[src/rtl/fir_isa_pkg.sv]
// FIR program ISA: opcode encodings, instruction field positions, controller state and
// decoded operation class shared by the fetch/issue controller and its decoder.
package fir_isa_pkg;

    localparam int unsigned OPC_MSB  = 31;
    localparam int unsigned OPC_LSB  = 28;
    localparam int unsigned ITER_LSB = 16;
    localparam int unsigned SIZE_LSB = 0;
    localparam int unsigned DP_MSB   = 27;
    localparam int unsigned DP_W     = 28;

    localparam logic [3:0] OP_NOP     = 4'h0;
    localparam logic [3:0] OP_LOOP    = 4'h1;
    localparam logic [3:0] OP_WAIT_IN = 4'h2;
    localparam logic [3:0] OP_OUT     = 4'h3;
    localparam logic [3:0] OP_HALT    = 4'hF;

    typedef enum logic [2:0] {
        ST_IDLE,
        ST_PRIME,
        ST_RUN,
        ST_WAIT_IN,
        ST_WAIT_OUT,
        ST_HALTED
    } state_t;

    typedef enum logic [2:0] {
        CLS_NOP,
        CLS_LOOP,
        CLS_WAIT_IN,
        CLS_OUT,
        CLS_EXEC,
        CLS_HALT,
        CLS_ILLEGAL
    } op_class_t;

    function automatic op_class_t classify(input logic [3:0] opc);
        op_class_t cls;
        case (opc)
            OP_NOP:                    cls = CLS_NOP;
            OP_LOOP:                   cls = CLS_LOOP;
            OP_WAIT_IN:                cls = CLS_WAIT_IN;
            OP_OUT:                    cls = CLS_OUT;
            4'h4, 4'h5, 4'h6, 4'h7:    cls = CLS_EXEC;
            OP_HALT:                   cls = CLS_HALT;
            default:                   cls = CLS_ILLEGAL;
        endcase
        return cls;
    endfunction

endpackage

[src/rtl/fetch_decode.sv]
// Combinational decode of one program word into operation class, loop fields, datapath
// field and a flag for words that must abort the program (illegal opcode, LOOP with iter 0).
module fetch_decode
    import fir_isa_pkg::*;
#(
    parameter int unsigned INSTR_W = 32,
    parameter int unsigned CNT_W   = 12
) (
    input  logic [INSTR_W-1:0] instr,
    output op_class_t          op_class,
    output logic [CNT_W-1:0]   iter,
    output logic [CNT_W-1:0]   size,
    output logic [DP_W-1:0]    dp_field,
    output logic               bad
);

    always_comb begin
        op_class = classify(instr[OPC_MSB:OPC_LSB]);
        iter     = instr[ITER_LSB +: CNT_W];
        size     = instr[SIZE_LSB +: CNT_W];
        dp_field = instr[DP_MSB:0];
        bad      = (op_class == CLS_ILLEGAL) ||
                   ((op_class == CLS_LOOP) && (iter == '0));
    end

endmodule

[src/rtl/fetch_issue_ctrl.sv]
// Fetch/issue controller between program ROM, sequencer and FIR MAC datapath.
// Optional FETCH_PERF_EN adds saturating busy/stall cycle counters.
module fetch_issue_ctrl
    import fir_isa_pkg::*;
#(
    parameter int unsigned INSTR_W = 32,
    parameter int unsigned CNT_W   = 12
) (
    input  logic               clk,
    input  logic               reset,
    input  logic               start,
    output logic               busy,
    output logic               done,
    output logic               err,
    output logic               seq_clr,
    output logic               seq_en,
    output logic               seq_we,
    output logic [CNT_W-1:0]   seq_iter,
    output logic [CNT_W-1:0]   seq_size,
    input  logic [INSTR_W-1:0] rom_data,
    input  logic               in_valid,
    output logic               in_ready,
    output logic               dp_load,
    output logic               out_valid,
    input  logic               out_ready,
    output logic               dp_valid,
    output logic [27:0]        dp_instr
`ifdef FETCH_PERF_EN
    ,
    output logic [31:0]        perf_cycles,
    output logic [31:0]        perf_stalls
`endif
);

    state_t           state;
    state_t           state_nxt;
    op_class_t        op_class;
    logic [CNT_W-1:0] dec_iter;
    logic [CNT_W-1:0] dec_size;
    logic [DP_W-1:0]  dec_dp;
    logic             dec_bad;
    logic             start_ok;
    logic             err_set;
    logic             issue;

    fetch_decode #(
        .INSTR_W (INSTR_W),
        .CNT_W   (CNT_W)
    ) u_decode (
        .instr    (rom_data),
        .op_class (op_class),
        .iter     (dec_iter),
        .size     (dec_size),
        .dp_field (dec_dp),
        .bad      (dec_bad)
    );

    always_ff @(posedge clk or posedge reset) begin
        if (reset) begin
            state    <= ST_IDLE;
            err      <= 1'b0;
            dp_valid <= 1'b0;
            dp_instr <= '0;
        end else begin
            state    <= state_nxt;
            dp_valid <= issue;
            if (issue)
                dp_instr <= dec_dp;
            if (start_ok)
                err <= 1'b0;
            else if (err_set)
                err <= 1'b1;
        end
    end

    // The sequencer address is held whenever seq_en is low, so the word after a stalling
    // instruction is still on rom_data when RUN resumes.
    always_comb begin
        state_nxt = state;
        start_ok  = 1'b0;
        err_set   = 1'b0;
        issue     = 1'b0;
        seq_clr   = 1'b0;
        seq_en    = 1'b0;
        seq_we    = 1'b0;
        seq_iter  = '0;
        seq_size  = '0;
        in_ready  = 1'b0;
        dp_load   = 1'b0;
        out_valid = 1'b0;
        case (state)
            ST_IDLE, ST_HALTED: begin
                if (start) begin
                    start_ok  = 1'b1;
                    seq_clr   = 1'b1;
                    state_nxt = ST_PRIME;
                end
            end
            ST_PRIME: begin
                seq_en    = 1'b1;
                state_nxt = ST_RUN;
            end
            ST_RUN: begin
                seq_en = 1'b1;
                if (dec_bad) begin
                    seq_en    = 1'b0;
                    err_set   = 1'b1;
                    state_nxt = ST_HALTED;
                end else begin
                    case (op_class)
                        CLS_LOOP: begin
                            seq_we   = 1'b1;
                            seq_iter = dec_iter;
                            seq_size = dec_size;
                        end
                        CLS_EXEC: issue = 1'b1;
                        CLS_WAIT_IN: begin
                            seq_en    = 1'b0;
                            state_nxt = ST_WAIT_IN;
                        end
                        CLS_OUT: begin
                            seq_en    = 1'b0;
                            state_nxt = ST_WAIT_OUT;
                        end
                        CLS_HALT: begin
                            seq_en    = 1'b0;
                            state_nxt = ST_HALTED;
                        end
                        default: ;
                    endcase
                end
            end
            ST_WAIT_IN: begin
                in_ready = 1'b1;
                if (in_valid) begin
                    dp_load   = 1'b1;
                    seq_en    = 1'b1;
                    state_nxt = ST_RUN;
                end
            end
            ST_WAIT_OUT: begin
                out_valid = 1'b1;
                if (out_ready) begin
                    seq_en    = 1'b1;
                    state_nxt = ST_RUN;
                end
            end
            default: state_nxt = ST_IDLE;
        endcase
    end

    always_comb begin
        done = (state == ST_HALTED);
        busy = (state == ST_PRIME) || (state == ST_RUN) ||
               (state == ST_WAIT_IN) || (state == ST_WAIT_OUT);
    end

`ifdef FETCH_PERF_EN
    logic stalled;

    always_comb stalled = (state == ST_WAIT_IN) || (state == ST_WAIT_OUT);

    always_ff @(posedge clk or posedge reset) begin
        if (reset) begin
            perf_cycles <= '0;
            perf_stalls <= '0;
        end else if (start_ok) begin
            perf_cycles <= '0;
            perf_stalls <= '0;
        end else begin
            if (busy && (perf_cycles != '1))
                perf_cycles <= perf_cycles + 32'd1;
            if (stalled && (perf_stalls != '1))
                perf_stalls <= perf_stalls + 32'd1;
        end
    end
`endif

endmodule
[config.mk]
export PLATFORM = sky130hd
export DESIGN_NAME = fetch_issue_ctrl
export DESIGN_NICKNAME = d
export VERILOG_FILES = /design/src/rtl/fir_isa_pkg.sv /design/src/rtl/fetch_decode.sv /design/src/rtl/fetch_issue_ctrl.sv
export SDC_FILE = /design/constraint.sdc
export NUM_CORES = 1
export LEC_CHECK = 0
export CELL_PAD_IN_SITES_DETAIL_PLACEMENT = 0
export CELL_PAD_IN_SITES_GLOBAL_PLACEMENT = 1
export CORE_MARGIN = 4
export CORE_UTILIZATION = 28
export CTS_CLUSTER_DIAMETER = 50
export DETAILED_ROUTE_END_ITERATION = 10
export PLACE_DENSITY_LB_ADDON = 0.1
export SYNTH_ARGS = -nofsm -noshare
export SYNTH_HDL_FRONTEND = slang
export SYNTH_HIERARCHICAL = 1
export SYNTH_SLANG_ARGS = --single-unit
[constraint.sdc]
create_clock -name clk -period 2.3 [get_ports clk]
set_clock_uncertainty 0.2 [all_clocks]
set_input_delay 0.345 -clock clk [delete_from_list [all_inputs] [get_ports clk]]
set_output_delay 0.345 -clock clk [all_outputs]
set_load 0.01 [all_outputs]
# --- After elaboration in Yosys (flattened, before gate mapping) ---
# Memory sizes are Yosys's and may differ from the RTL's.
# Index checks and enable logic that the tools add are counted.
word_totals:
  romBits: 48
  regBits: 33
  output_inout_bits: 62
  memories: 1
  input_bits: 37
  wordCells: 63
op_classes:
  n_reduce_logical: 11
  eq_ne: 15
  mux: 32
mem_list:
  columns: ["memory", "words", "word_bits", "rd", "rd_ports_with_merged_regs", "wr", "line_no", "source"]
  rows:
  - ["(no name shown)", 16, 3, 1, 0, 0, "fir_isa_pkg.sv:39", "case (opc)"]
ops:
  columns: ["operator", "count"]
  rows:
  - ["$mux W12", 6]
  - ["$mux W1", 19]
  - ["$eq A3 B3 Y1 const B", 5]
  - ["$pmux W3 S5", 1]
  - ["$eq A3 B2 Y1 const B", 4]
  - ["$logic_not A12 Y1", 1]
  - ["$mux W3", 4]
  - ["$pmux W3 S3", 1]
  - ["$eq A3 B1 Y1 const B", 2]
  - ["$ne A2 B2 Y1 const B", 3]
  - ["$ne A5 B2 Y1 const B", 1]
  - ["$logic_or A1 B1 Y1", 4]
  - ["$pmux W1 S4", 1]
  - ["$reduce_and A4 Y1", 1]
  - ["$logic_not A3 Y1", 1]
  - ["$reduce_or A3 Y1", 1]
  - ["$reduce_bool A2 Y1", 1]
  - ["$reduce_or A2 Y1", 1]
  - ["$logic_and A1 B1 Y1", 1]

# --- Logic depth before layout (Yosys ltp) ---
# Gate-level depths: netlist (run 1).
# An unclocked memory read counts as a cell.
logic_depth:
  depth_word: 8
  mapped_depth: 8
  mapped_depth_nobuf: 7

# --- Modules after synthesis ---
# Netlist (run 1), hierarchy kept.
modules_own_cells:
  columns: ["module", "cells_per_inst", "seq_area_each_um2", "area_per_inst_um2", "n_inst"]
  rows:
  - ["fetch_issue_ctrl", 134, 825.8, 1631.6, 1]
  - ["fetch_decode", 65, 0.0, 483.0, 1]

# --- Worst setup path before layout (run 1) ---
# OpenSTA, ideal clock, no wires.
synth_path:
  path_type: "input-to-output"
  start: "in rom_data[28]"
  end: "out seq_iter[10]"
  arrival_ns: 1.876
  cell_stages: 7
  path_slack_ns: -0.121
  n_path_buf: 1
  required_time_ns: 1.755
  cell_sequence: "nor4b_2 nand4_1 nand2_1 or4b_4 nor3_2 clkbuf_1 and2_1"
synth_via:
  elab_chain_len: 6
  word_cells_on_any_way: 8
  cone_classes: "eq/ne (2); mux (3); reduce/logical (2); memory (1)"
synth_rtl:
  columns: ["element", "line_no", "source"]
  rows:
  - ["start: declaration", "fetch_issue_ctrl.sv:20", "input logic [INSTR_W-1:0] rom_data,"]
  - ["$mem_v2 Z16 W3 (*)", null, null]
  - ["$eq A3 B1 Y1", "fetch_decode.sv:23", "((op_class == CLS_LOOP) && (iter == '0));"]
  - ["$logic_and A1 B1 Y1", "fetch_decode.sv:23", null]
  - ["$logic_or A1 B1 Y1 (*)", "fetch_decode.sv:22", "bad = (op_class == CLS_ILLEGAL) ||"]
  - ["named net dec_bad", "fetch_issue_ctrl.sv:41", "logic dec_bad;"]
  - ["$mux W12 (*)", "fetch_issue_ctrl.sv:105", "if (dec_bad) begin"]
  - ["$mux W12 (*)", "fetch_issue_ctrl.sv:91", "case (state)"]
  - ["end: declaration", "fetch_issue_ctrl.sv:18", "output logic [CNT_W-1:0] seq_iter,"]
# Mark *: on every way through the listed nets, which the timed path passes. The rest lies on a longest branch.

# --- Worst setup path in the final report (run 1) ---
layout_path:
  start: "in rom_data[28]"
  end: "out seq_en"
layout_via:
  elab_chain_len: 6
  word_cells_on_any_way: 12
  cone_classes: "eq/ne (5); mux (3); reduce/logical (3); memory (1)"
layout_rtl:
  columns: ["element", "line_no", "source"]
  rows:
  - ["$mem_v2 Z16 W3 (*)", null, null]
  - ["$eq A3 B1 Y1", "fetch_decode.sv:23", null]
  - ["$logic_and A1 B1 Y1", "fetch_decode.sv:23", null]
  - ["$logic_or A1 B1 Y1 (*)", "fetch_decode.sv:22", null]
  - ["named net dec_bad", "fetch_issue_ctrl.sv:41", null]
  - ["$mux W1 (*)", "fetch_issue_ctrl.sv:105", null]
  - ["$pmux W1 S4 (*)", "fetch_issue_ctrl.sv:91", null]
  - ["end: declaration", "fetch_issue_ctrl.sv:16", "output logic seq_en,"]
# Marks and branches as above.

==> summary.txt, run 1 <==
STA
  – Final setup margin: -0.158 ns
  – Setup TNS: -5.91 ns
  – Final hold viol count: 0
  – Final period util: 1.07
  – Final setup viols: 54
  – Slew margin rel.: 0.711
  – Max-slew violation count: 0
  – Worst slew pin tran: 0.434 ns
  – Unrepaired setup endpoints after global routing: yes
  – Highest clock rate: 407 MHz
  – Min cycle time layout: 2.46 ns

Route
  – Routed vias: 1677
  – Residual DRC: 0
  – Routed wire length: 5730 um
  – Iteration-0 DRC Markers: 31
  – Antenna Nets Post-Route: 0
  – Vias per cell: 4.20
  – Average wire per standard cell: 14.3 um
  – TritonRoute pass-1 iters: 4

Critical path
  – Crit. End Element: output pin
  – Crit path buffers/inverters: 3
  – CP Launch Point: rom_data[28]
  – CP Max Fanout: 3
  – Slowest cell on the critical path: or4b_4
  – Reg-to-Reg Start: state[2]
  – Crit start category: primary input
  – Critical path class: in -> out
  – CP cell instances: buf_6, nor4b_4, nand4_1, nand2_2, or4b_4, buf_4, a211o_1, o21ai_1, buf_2
  – Critical Path Max Stage Delay: 0.51 ns
  – Arrival time at the worst endpoint: 1.91 ns
  – Worst path required time: 1.75 ns
  – Top Family by Delay on Critical Path: simple AND/OR/NAND/NOR gates

Finish
  – Area Growth Syn to Fin: 64.0%
  – Layout cells sized above 1: 0.570
  – Antenna cell count: 0
  – Number of fillers in the final layout: 746
  – Fin util: 0.475
  – Final Net Count: 336

Place
  – Port buffer count: 98
  – Routability cong.: 0.777
  – Dpl hpwl: 4070 um
  – Place WS: -1.03 ns

Min path
  – Hold wc startpoint: rom_data[22]
  – Min-Delay Path Class: in -> reg

Floorplan
  – Vert. Die Dim: 94.9 um
  – CORE AREA: 7290 sq um
  – Initial Util: 0.290
  – Cell Rows: 31
  – Chip Width: 94.9 um
  – Ports: 99
  – Die area: 9010 sq um

Clock network
  – CTS sink cnt: 33
  – CTS tree: done
  – CTS Hold Bufs: 0
  – Clock slew at the register clock pins of the worst setup and hold paths: 0.07 ns
  – H-tree levels: 2
  – CTS Buffer Depth: 2
  – CTS root buffer: clkbuf_8
  – CTS buffer count: 5
  – Clock Latency Late Sink: 0.27 ns

Power and ir drop
  – Power per cell area: 924 nW/um^2
  – Clk pwr share: 0.129
  – Static leakage: 1.61 nW
  – Final total power: 3.20 mW
  – Sw frac: 0.324
  – Internal: 2.16 mW
  – Gate power share: 0.561
  – Seq pwr share: 0.310
  – Net Sw Power: 1.04 mW
  – Peak VDD IR: 432 uV

Global routing
  – First-pass GRT wire length: 8880 um
  – Vias in the first global route: 1723
  – Overflow after GRT: 0
  – Global Route Usage Sum: 0.128
  – Initial antenna violation count: 0
  – Largest net degree at the start of global routing: 34

Synth
  – Cell with the most instances after synthesis: buf_4
  – Avg Inst Size Synth: 10.6 sq um
  – Post-synth EDFFs: 0
  – Leading area contributor after synthesis: dfrtp_1
  – Ys flop type: dfrtp_1
  – Top post-synthesis cells by area: dfrtp_1 39%, buf_4 19%, mux2_2 11%, and2_1 7.7%, mux2_1 4.8%
  – Sequential share of the synthesized area: 0.391
  – Synth cell types: 37
  – Seq cells post-synth: 33
  – Syn_nets: 236
  – Synth Warn #: 6
  – Post-Syn Area: 2110 sq um
  – Post-synth top area share: 0.391
  – Asr flop ratio synth: 1.00
  – Synth cell count leaders: 53 x buf_4, 33 x dfrtp_1, 26 x and2_1, 20 x mux2_2, 9 x mux2_1
  – Post-Synthesis Cells: 199

Run
  – Max Cap Viol: 0

Outcome
  – Status: finished, violations left
  – Failing checks: negative setup slack
-- cell families (layout without fill, tap and decap cells) --
logic type,Yosys count,after routing,synth area share
buffers and inverters,63,164,0.214
and+or+nand+nor,58,58,0.188
DFF,33,33,0.391
muxes,30,30,0.159
AOI/OAI and AO/OA,13,13,0.0408
xor gates and xnor gates,2,2,0.00829
-- layout by cell type (no fill, tap or decap), types with 4 or more instances in the layout --
cell type / synthesis / final
o21ai_0: 5 / 4
and2_1: 26 / 6
mux2_2: 20 / 18
and2_4: 0 / 20
dfrtp_1: 33 / 33
clkdlybuf4s50_1: 0 / 50
dlygate4sd2_1: 0 / 6
buf_4: 53 / 42
buf_6: 2 / 31
clkbuf_8: 0 / 5
buf_2: 1 / 19
mux2_4: 0 / 10
-- registers in the layout (all words and copies together) (netlist names) --
register,count
dp_instr,28
dp_valid,1
err,1
state,3
-- final cells by class --
class | instances | area [sq um] | area share
Clock buffer | 6 | 72.6 | 0.0209
Clock inverter | 2 | 10.0 | 0.00289
Inverter | 4 | 15.0 | 0.00433
Multi-Input combinational cell | 103 | 1020 | 0.295
Sequential cell | 33 | 826 | 0.238
Tap cell | 99 | 124 | 0.0357
Timing Repair Buffer | 152 | 1400 | 0.403
-- worst paths after layout --
check                          endpoint  slack, ns  depth (start not counted)
setup reg to reg            dp_instr[1]      -0.13                          7
hold reg to reg            dp_instr[18]       0.29                          1
hold / removal             dp_instr[22]       0.15                          2
setup / recovery                 seq_en      -0.16                          9
max in group asynchronous  dp_instr[24]       1.33                          3
min in group asynchronous      dp_valid       0.26                          3
-- through the flow --
| stage | std cells | area [sq um] | hold slack (ns) |
|---|---|---|---|
| after floorplan | 199 | 2140 | 0.274 |
| after global placement | 371 | 3070 | 0.269 |
| after detailed placement | 371 | 3070 | 0.276 |
| after CTS | 398 | 3260 | 0.134 |
| after global routing | 399 | 3470 | 0.145 |
| final | 399 | 3470 | 0.151 |
-- what timing repair did --
action / CTS / global route
cloned: 2 / 2
resized for setup: 214 / 49
setup buffers: 20 / 3
setup endpoints to repair: 63 / 59
pin swaps: 18 / 13
-- worst register-to-register path, cell delays in order (launching register included) --
cell	delay [ns]
dfrtp_1	0.38
or4b_4	0.57
buf_4	0.16
buf_4	0.13
nor4_4	0.20
buf_4	0.20
clkbuf_16	0.16
mux2_2	0.33
-- power groups by stage --
| stage | clock network, mW | logic (mW) | registers (mW) |
|---|---|---|---|
| floorplan | 0 | 0.639 | 1.14 |
| global placement | 0 | 1.66 | 1.00 |
| detailed placement | 0 | 1.66 | 1.00 |
| CTS | 0.440 | 1.79 | 0.993 |
| global route | 0.465 | 1.94 | 1.03 |
| finish | 0.412 | 1.80 | 0.993 |
-- routing by layer --
metal  track usage  part of all wire  vias to the layer above
met5             0                 0                        -
met4        0.0288            0.0037                        0
met3        0.0430             0.073                        2
met2         0.219              0.50                       59
met1         0.156              0.42                      794
li1              -                 -                      822
(Power assumes the default switching activity.)
==> run 2, diff against run 1 <==
==> constraint.sdc (replaced) <==
create_clock -name clk -period 2.3 [get_ports clk]
set_clock_uncertainty 0.2 [all_clocks]
set_input_delay 0.345 -clock clk [delete_from_list [all_inputs] [get_ports clk]]
set_output_delay 0.345 -clock clk [all_outputs]
set_load 0.1 [all_outputs]
==> run 2 against run 1 <==
Effect of this change:
- the flow still finishes with violations (negative setup slack)
- register-to-register slack improved by 0.10 ns
- sequential share of layout area decreased by 1.9 points
- cell area increased by 8.8%
- first-iteration DRC count increased by 23%
- critical endpoint is now seq_size[5]
==> summary.txt, run 2 (synthesized netlist as in run 1, its figures left out) <==
Critical path
  – Arrival time at the worst endpoint: 2.02 ns
  – Worst R2R Setup Slack: -0.03 ns
  – Crit start category: primary input
  – Worst path required time: 1.75 ns
  – CP cell instances: buf_6, nor4b_4, nand4_1, nand2_1, or4b_4, nor3_4, buf_6, buf_8, and2_4, buf_12
  – CP Launch Point: rom_data[28]
  – R2r endpoint: dp_instr[23]
  – CP Max Fanout: 7
  – Crit. End Element: output pin
  – Critical path class: in -> out
  – Reg2Reg Depth: 8
  – Critical Path Max Stage Delay: 0.57 ns
  – Slowest cell on the critical path: or4b_4
  – Reg-to-Reg Start: state[0]
  – Most frequent CP cell: buf_6

Route
  – Routed wire length: 5970 um
  – Antenna Nets Post-Route: 0
  – Iteration-0 DRC Markers: 38
  – Average wire per standard cell: 15.4 um
  – Routed vias: 1661
  – TritonRoute pass-1 iters: 3
  – Residual DRC: 0
  – Vias per cell: 4.27

Finish
  – Most common cell after layout, fill and taps aside: buf_4
  – Largest register FFs: 28
  – Area Growth Syn to Fin: 78.5%
  – Largest register by flop count: dp_instr
  – Fin util: 0.518
  – Final Net Count: 326
  – Layout cells sized above 1: 0.676
  – Antenna cell count: 0
  – Reg area: 826 sq um
  – Fin cells: 389
  – Top flop regs: dp_instr: 28 flops, state: 3 flops
  – Number of fillers in the final layout: 684
  – Footprint of the multi-input gates: 1070 sq um
  – Most frequent cells in the layout: 57 x buf_4, 36 x buf_12, 33 x dfrtp_1, 28 x mux2_4, 24 x and2_4

Place
  – Routability cong.: 0.690
  – Cell count after placement: 368
  – Port buffer count: 98
  – Place WS: -0.703 ns
  – Dpl hpwl: 4090 um

STA
  – Final setup viols: 49
  – Unrepaired setup endpoints after global routing: yes
  – Worst slew pin tran: 0.447 ns
  – Setup TNS: -8.74 ns
  – Final hold viol count: 0
  – Max-slew violation count: 0
  – Highest clock rate: 389 MHz
  – Final setup margin: -0.270 ns
  – Slew margin rel.: 0.702
  – Min cycle time layout: 2.57 ns
  – Final period util: 1.12

Global routing
  – Overflow after GRT: 0
  – Vias in the first global route: 1683
  – Global Route Usage Sum: 0.127
  – Largest net degree at the start of global routing: 34
  – First-pass GRT wire length: 8620 um
  – Initial antenna violation count: 0

Clock network
  – CTS root buffer: clkbuf_8
  – CTS tree: done
  – Clock Latency Late Sink: 0.27 ns
  – CTS sink cnt: 33
  – CTS Buffer Depth: 2
  – CTS buffer count: 5
  – H-tree levels: 2
  – Clock slew at the register clock pins of the worst setup and hold paths: 0.07 ns

Min path
  – Hold depth: 3
  – Hold Path End: dp_instr[19]
  – Hold wc startpoint: rom_data[19]
  – Min-Delay Path Class: in -> reg

Outcome
  – Failing checks: negative setup slack
  – Status: finished, violations left

Floorplan
  – CORE AREA: 7290 sq um
  – Chip Width: 94.9 um
  – Ports: 99
  – Cell Rows: 31
  – Vert. Die Dim: 94.9 um
  – Initial Util: 0.290
  – Die area: 9010 sq um

Run
  – Max Cap Viol: 0
[run 2: worst max path at each step]
stage	to	slack, ns	depth (start not counted)
CTS	seq_iter[6]	-0.39	11
finish	seq_size[5]	-0.27	10
global route	seq_iter[1]	-0.35	10
detailed placement	seq_size[5]	-0.70	9
floorplan	seq_en	-0.35	5
global placement	seq_iter[11]	-0.67	9
[run 2: final cells by class]
| cell class | count | share of cell area |
|---|---|---|
| Clock buffer | 7 | 0.0229 |
| Clock inverter | 1 | 0.00796 |
| Inverter | 4 | 0.00398 |
| Multi-Input combinational cell | 103 | 0.283 |
| Sequential cell | 33 | 0.219 |
| Tap cell | 99 | 0.0328 |
| Timing Repair Buffer | 142 | 0.430 |
[run 2: critical path, delay by kind of cell]
kind | cells | cell delay [ns]
buf+inv | 4 | 0.54
simple gates | 6 | 1.12
[run 2: routing by layer]
| layer | track usage | vias up | wire (um) |
|---|---|---|---|
| met3 | 0.0502 | 5 | 503 |
| met4 | 0.0325 | 0 | 36 |
| met1 | 0.157 | 789 | 2680 |
| met5 | 0 | - | 0 |
| met2 | 0.204 | 63 | 2750 |
| li1 | - | 804 | - |
[run 2: metrics by stage]
step	hold WS, ns	instance area, sq um
floorplan	0.274	2290
global placement	0.282	3430
detailed placement	0.297	3430
CTS	0.207	3730
global route	0.212	3770
finish	0.217	3770
[run 2: what timing repair did]
item	4_1_cts	5_1_grt
cloned	5	2
hold buffers	0	0
resized for setup	82	27
setup buffers	9	3
pin swaps	19	6
setup endpoints to repair	56	54
Power of run 2 is left out: the tool's default activity adds up to more than one toggle a clock period on the data nets, which glitch-free logic cannot reach.
==> run 3, diff against run 2 <==
--- a/config.mk
+++ b/config.mk
@@ -11,7 +11,9 @@
 export CORE_UTILIZATION = 28
 export CTS_CLUSTER_DIAMETER = 50
 export DETAILED_ROUTE_END_ITERATION = 10
+export GPL_TIMING_DRIVEN = 0
 export PLACE_DENSITY_LB_ADDON = 0.1
+export SLEW_MARGIN = 20
 export SYNTH_ARGS = -nofsm -noshare
 export SYNTH_HDL_FRONTEND = slang
 export SYNTH_HIERARCHICAL = 1
==> run 3 against run 2 <==
Effect of this change:
- the flow still finishes with violations (negative setup slack)
- hold slack worse by 0.14 ns
- flip-flop and latch count did not move
- clock-buffer cell count down 2
- first-iteration DRC count down 13%
- core utilization decreased by 0.22 points
- sequential share of layout area rose by 0.13 points
- highest routed layer unchanged
- cell area shrank 0.43%
- largest cell class unchanged
- register-to-register slack got worse by 0.11 ns
- global-route usage barely moved
- critical path type unchanged
==> summary.txt, run 3 (synthesized netlist as in run 1, its figures left out) <==
Outcome
  – Status: finished, violations left
  – Failing checks: negative setup slack

Finish
  – Reg area: 827 sq um
  – Largest register by flop count: dp_instr
  – Area Growth Syn to Fin: 77.7%
  – Layout cells sized above 1: 0.658
  – Most frequent cells in the layout: 65 x buf_4, 33 x buf_12, 32 x dfrtp_1, 30 x dlygate4sd2_1, 24 x and2_4
  – Fin cells: 406
  – Most common cell after layout, fill and taps aside: buf_4
  – Footprint of the multi-input gates: 1000 sq um
  – Top flop regs: dp_instr: 28 flops, state: 3 flops
  – Antenna cell count: 0
  – Largest register FFs: 28
  – Final Net Count: 343
  – Number of fillers in the final layout: 705
  – Fin util: 0.515

Floorplan
  – Cell Rows: 31
  – Ports: 99
  – Vert. Die Dim: 94.9 um
  – Die area: 9010 sq um
  – Initial Util: 0.290
  – CORE AREA: 7290 sq um
  – Chip Width: 94.9 um

Route
  – Routed wire length: 5440 um
  – Routed vias: 1716
  – Average wire per standard cell: 13.4 um
  – Iteration-0 DRC Markers: 33
  – Antenna Nets Post-Route: 0
  – Vias per cell: 4.23
  – TritonRoute pass-1 iters: 4
  – Residual DRC: 0

Clock network
  – CTS Hold Bufs: 0
  – Clock Latency Late Sink: 0.28 ns
  – CTS root buffer: clkbuf_8
  – CTS Buffer Depth: 2
  – CTS buffer count: 5
  – CTS sink cnt: 33
  – H-tree levels: 2
  – CTS tree: done
  – Clock slew at the register clock pins of the worst setup and hold paths: 0.08 ns

Global routing
  – Overflow after GRT: 0
  – First-pass GRT wire length: 8800 um
  – Largest net degree at the start of global routing: 34
  – Global Route Usage Sum: 0.126
  – Vias in the first global route: 1795
  – Initial antenna violation count: 0

STA
  – Final setup margin: -0.337 ns
  – Slew margin rel.: 0.347
  – Final period util: 1.15
  – Final setup viols: 54
  – Max-slew violation count: 0
  – Highest clock rate: 379 MHz
  – Final hold viol count: 0
  – Worst slew pin tran: 0.983 ns
  – Unrepaired setup endpoints after global routing: yes
  – Setup TNS: -11.26 ns
  – Min cycle time layout: 2.64 ns

Place
  – Port buffer count: 82
  – Cell count after placement: 380
  – Dpl hpwl: 3970 um
  – Routability cong.: 0.684
  – Place WS: -2.04 ns

Critical path
  – Crit. End Element: output pin
  – Worst path required time: 1.75 ns
  – Critical path class: in -> out
  – Arrival time at the worst endpoint: 2.09 ns
  – CP Max Fanout: 5
  – Crit start category: primary input

Min path
  – Min-Delay Path Class: in -> reg

Run
  – Max Cap Viol: 0
## run 3: cell types whose count changed in the layout (fill, tap and decap cells not counted), sizes merged
cell / change
dlygate4sd2: +30
clkdlybuf4s50: -16
clkinv: +2
buf: +1
bufbuf: +1
bufinv: -1
clkbuf: -1
clkinvlp: +1
## run 3: per-stage QoR
step	area [sq um]	hold slack, ns
finish	3760	0.0765
floorplan	2290	0.274
global route	3760	0.0681
CTS	3690	0.0682
detailed placement	3230	0.274
global placement	3230	0.270
## run 3: final timing paths
path	start	endpoint	slack [ns]	cells past startpoint
max	rom_data[28]	seq_size[8]	-0.34	11
min	rom_data[12]	dp_instr[12]	0.08	2
max reg2reg	state[0]	dp_instr[10]	-0.14	7
min reg2reg	dp_instr[12]	dp_instr[12]	0.28	1
max in group asynchronous	reset	state[1]	1.13	2
min in group asynchronous	reset	dp_instr[16]	0.29	2
## run 3: area by class of cell
| cell class | count | area share |
|---|---|---|
| well taps | 99 | 0.0330 |
| repair buffers | 100 | 0.324 |
| multi-input cells | 103 | 0.267 |
| clock buffers | 5 | 0.0183 |
| flip-flops and latches | 33 | 0.220 |
| clock inverters | 3 | 0.00466 |
| plain buffers | 59 | 0.129 |
| inverters | 4 | 0.00400 |
## run 3: timing repair
action | CTS | global route
gates resized for setup | 375 | 11
setup buffers | 12 | 3
pin swaps | 17 | 2
gates cloned | 3 | 1
setup endpoints to repair | 94 | 58
endpoints found under the hold margin | 0 | 0
## run 3: worst max-delay path: stages
cell and delay [ns]:
buf_6 0.10, nor4b_4 0.12, nand4_1 0.10, nand2_2 0.07, or4b_4 0.54, nor3_4 0.17
buf_6 0.14, buf_12 0.10, buf_12 0.10, and2_4 0.14, buf_12 0.16
## run 3: per-layer routing
layer	track usage	vias up	share of wire
met1	0.170	816	0.44
met4	0.0397	0	0.0090
met3	0.0534	4	0.096
li1	-	832	-
met2	0.182	64	0.45
met5	0	-	0
Power of run 3 is left out for the same reason.
==> RTL change 1, RTL diff (flow settings as in run 2) <==
Add a define of `FETCH_PERF_EN`.
--- a/src/rtl/fetch_issue_ctrl.sv
+++ b/src/rtl/fetch_issue_ctrl.sv
@@ -1,4 +1,6 @@
 // Fetch/issue controller between program ROM, sequencer and FIR MAC datapath.
 // Optional FETCH_PERF_EN adds saturating busy/stall cycle counters.
+`define FETCH_PERF_EN
+
 module fetch_issue_ctrl
     import fir_isa_pkg::*;
Check against the original RTL (old outputs only; new: perf_cycles and perf_stalls): equivalent (equiv_simple and equiv_induct, registers matched by name and starting in step).
==> RTL change 1 against run 2 <==
- the run now ends clean
- area after synthesis grew to 2.8 times the old value
- wire length increased to 3.1 times the old value
- via count increased to 3.3 times the old value
- sequential cell count is 64 higher
- setup slack better by 0.29 ns
- first-iteration DRC count grew to 5.9 times the old value
- design area grew 140%
==> RTL change 1: results <==
group,metric,value,unit
timing,relSlewSlack,60.31,%
clocking,clock_latency,0.35,ns
power_and_ir_drop,leakage,3.866,nW
finish,largestRegisters,"perf_cycles (32), perf_stalls (32), dp_instr (28)",
clocking,root_buffer,"clkbuf_16",
placed_design,gp_congestion,0.7792,
placed_design,placed_cells,1045,
global_route,met2_usage,26.40,%
finish,nets,839,
global_route,grt_util_all_layers,15.77,%
routing,wl,18.54,mm
global_route,use_met1,20.88,%
synth,yosysSeqAreaShare,41.55,%
synth,synthTopCellsByArea,"dfrtp_1 42%, buf_4 6.9%, mux2_2 5.4%",
placed_design,preCtsSetupSlack,-1.016,ns
routing,vias,5402,
global_route,grt_max_degree,98,
global_route,grt_first_pass_wirelength,30.17,mm
synth,syn_nets,661,
synth,ys_warn_count,6,
synth,yosysTopAreaCellShare,41.55,%
synth,synth_cell_types,59,
setup_path,crit_fanout,2,
synth,synthTopCellsByCount,"97 x dfrtp_1, 54 x buf_4, 40 x nand3_1",
routing,drt-vias-per-instance,5.025,
clocking,cts_made_buffers,9,
run_status,status,"finished, final reports clean",
min_path,hold_path.class,"in -> reg",
finish,drive_above_1_share,53.54,%
clocking,htreeDepth,3,
placed_design,io_buffers,162,
global_route,grt_util_met3,3.124,%
routing,drtIter0Drc,223,
routing,first_pass_iters,5,
synth,syn_area_per_cell,9.392,µm²
placed_design,hpwlAfterDp,13.37,mm
RTL change 1: cell count changes after synthesis, moves of 16 or more:
cell and delta:
nand4_1 +26, a31oi_1 +31, mux2i_1 +16, nand2_1 +33, inv_1 +18, dfrtp_1 +64, clkbuf_1 +18, nand3_1 +38
RTL change 1: cell families (layout without fill, tap and decap cells):
kind of cell             Yosys count  count (layout)  synth area share, %
AO/OA/AOI/OAI                    119             119                14.03
XOR/XNOR                           6               6               0.8995
adder cells (fa/ha/maj)            2               2               0.4283
buffers and inverters            112             294                11.12
multiplexers                      45              45                8.310
flip-flops                        97              97                41.55
AND/OR/NAND/NOR                  241             242                23.67
RTL change 1: power by group through the flow:
stage / registers, W / clock network, W / logic (W)
finish: 0.00275 / 0.00191 / 0.00888
global route: 0.00283 / 0.00204 / 0.00931
CTS: 0.00274 / 0.00197 / 0.00882
detailed placement: 0.00277 / 0 / 0.00874
global placement: 0.00274 / 0 / 0.00868
floorplan: 0.00638 / 0 / 0.00300
RTL change 1: final timing paths:
path,start,to,slack [ns],cells after the start
max,rom_data[27],seq_en,0.02,8
min,rom_data[19],dp_instr[19]$_DFFE_PP0P_,0.08,2
max reg2reg,perf_stalls[15]$_DFFE_PP0P_,perf_stalls[31]$_DFFE_PP0P_,0.09,5
min reg2reg,perf_stalls[6]$_DFFE_PP0P_,perf_stalls[6]$_DFFE_PP0P_,0.29,1
max in group asynchronous,reset,perf_stalls[12]$_DFFE_PP0P_,1.16,3
min in group asynchronous,reset,dp_instr[8]$_DFFE_PP0P_,0.28,3
RTL change 1: critical path, stage by stage:
cell	delay, ns
buf_2	0.12
nor4_4	0.28
nand4_1	0.16
nand2_2	0.14
nor2_4	0.05
o2111a_1	0.15
a221o_1	0.30
buf_12	0.18
RTL change 1: area by class of cell:
type                    instances  area (µm²)
clock inverters                 5       125.1
fillers                      1975       11320
flip-flops and latches         97        2500
inverters                      23       92.59
repair buffers                255        2461
well taps                     270       337.8
multi-input cells             414        3272
clock buffers                  11       252.7
RTL change 1: metrics by stage:
| stage | setup TNS [ns] | util, % | area [µm²] |
|---|---|---|---|
| final | 0 | 44.40 | 9041 |
| after floorplan | -9.457 | - | 6440 |
| after detailed placement | -38.70 | 41.48 | 8448 |
| after global routing | -0.2733 | 44.40 | 9041 |
| after CTS | 0 | 43.91 | 8942 |
| after global placement | -33.92 | 41.48 | 8448 |
RTL change 1: layer usage:
metal	up-vias	share of wire [%]	wire, µm
met5	-	0	0
met4	0	1.3	242
met3	19	4.2	781
met2	130	49	9152
met1	2646	45	8368
li1	2607	-	-
RTL change 1: timing repair:
action / 4_1_cts / 5_1_grt
setup buffers: 7 / 5
gates cloned: 1 / 1
pin swaps: 16 / 13
resized for setup: 79 / 22
setup endpoints to repair: 56 / 80
==> RTL change 2, RTL diff (settings of run 2) <==
Without the edit above. Register the output `err` once more; this adds one clock of latency there. The other outputs are not delayed to match.
--- a/src/rtl/fetch_issue_ctrl.sv
+++ b/src/rtl/fetch_issue_ctrl.sv
@@ -33,4 +33,6 @@
 );
 
+    logic err_s0;
+
     state_t           state;
     state_t           state_nxt;
@@ -59,5 +61,5 @@
         if (reset) begin
             state    <= ST_IDLE;
-            err      <= 1'b0;
+            err_s0   <= 1'b0;
             dp_valid <= 1'b0;
             dp_instr <= '0;
@@ -68,7 +70,7 @@
                 dp_instr <= dec_dp;
             if (start_ok)
-                err <= 1'b0;
+                err_s0 <= 1'b0;
             else if (err_set)
-                err <= 1'b1;
+                err_s0 <= 1'b1;
         end
     end
@@ -177,3 +179,7 @@
 `endif
 
+    always_ff @(posedge clk) begin
+        err <= err_s0;
+    end
+
 endmodule
Behaviour: not the same (Yosys sat finds a counterexample within 4 cycles, from zero or initial values and one cycle with reset high).
==> RTL change 2 against run 2 <==
- the run still ends with setup timing left
- wire length fell by 0.59%
- setup slack got worse by 0.054 ns
- sequential cell count grew 1
- area after synthesis increased by 0.95%
- design area fell by 1.7%
- non-clock buffer count unchanged
- critical path depth is the same
- critical path type unchanged
- critical endpoint is now seq_iter[2]
- largest cell class unchanged
Power is not shown: default switching activity piles up to over one toggle a cycle in this logic, so the estimate is an artifact.
==> RTL change 2: results <==
group,metric,value,unit
routing,drt-vias-per-instance,4.240,
placed_design,gp_congestion,0.7116,
synth,syn_nets,237,
routing,wl,5.938,mm
min_path,hold_end,"dp_instr[25]$_DFFE_PP0P_",
setup_path,r2r-start,"state[0]$_DFFE_PP0P_",
synth,synth_xor_area_share,0.8206,%
setup_path,critPathArrivalTime,2.08,ns
timing,setup_viol,47,
finish,drive_above_1_share,68.17,%
run_status,status,"finished with violations",
placed_design,hpwlAfterDp,4.087,mm
setup_path,crit_fanout,6,
timing,tightest_slew,0.4397,ns
setup_path,rr_worst_depth,6,
setup_path,critPathLaunch,"rom_data[28]",
synth,synthTopCellsByArea,"dfrtp_1 39%, buf_4 19%, mux2_2 11%",
placed_design,preCtsSetupSlack,-0.7093,ns
timing,postLayoutSetupSlackWorst,-0.3238,ns
synth,synth_cell_types,38,
timing,fin_setup_tns,-8.175,ns
global_route,grt_util_all_layers,13.23,%
min_path,min_path_cells,2,
routing,drtIter0Drc,20,
routing,first_pass_iters,4,
synth,synth_compound_area_share,4.045,%
setup_path,r2r_end,"dp_instr[22]$_DFFE_PP0P_",
placed_design,placed_area,3433,µm²
timing,fin_hold_ws,0.1768,ns
synth,synth-async-reset-ratio,97.06,%
routing,drt-wirelength-per-cell,15.30,µm
placed_design,placed_cells,367,
min_path,hold_start,"rom_data[25]",
synth,yosysSeqAreaShare,39.62,%
synth,synthAdderAreaFrac,0,%
run_status,violations,"setup timing",
synth,syn_area,2135,µm²
finish,nets,327,
global_route,grt_first_pass_wirelength,9.059,mm
synth,synth_cells,200,
setup_path,reg2reg_slack,0.06,ns
global_route,grt_pass1_vias,1726,
[RTL change 2: cell count changes in the layout (fill, tap and decap cells not counted), sizes merged]
cell           run 2  this run
clkbuf             9         8
dfxtp              0         1
bufinv             1         0
[RTL change 2: area by class of cell]
type                    count  area (µm²)
fillers                   672        3622
repair buffers            142        1605
multi-input cells         103        1036
flip-flops and latches     34       845.8
well taps                  99       123.9
clock buffers               6       82.58
inverters                   4       15.01
[RTL change 2: logic make-up (layout without fill, tap and decap cells)]
kind of cell,count (synthesis),after routing
muxes,30,30
buffers and inverters,63,152
and+or+nand+nor,58,58
AOI/OAI and AO/OA,13,13
xor gates and xnor gates,2,2
DFF,34,34
[RTL change 2: per-layer routing]
metal	up-vias	global-route usage, %	wire length [µm]
met1	785	16.31	2466
met2	57	22.51	3011
met3	2	3.788	421
li1	801	-	-
met4	0	3.606	39
met5	-	0	0
[RTL change 2: worst reg2reg max path, cell delays in order (launching register included)]
cell	delay [ns]
dfrtp_1	0.38
or4b_4	0.55
buf_4	0.17
nor4_4	0.14
buf_6	0.18
clkbuf_16	0.17
mux2_2	0.33
[RTL change 2: worst max path at each step]
stage	endpoint	slack [ns]
global placement	seq_iter[11]	-0.69
CTS	seq_iter[9]	-0.37
global route	seq_size[9]	-0.41
detailed placement	seq_iter[6]	-0.71
floorplan	seq_en	-0.35
finish	seq_iter[2]	-0.32
[RTL change 2: repair_timing]
item,in CTS,in global routing
cloned,2,3
setup buffers,18,2
hold buffers,0,0
pin swaps,17,7
gates resized for setup,91,7
hold endpoints to repair,0,0
endpoints found under the setup margin,56,58
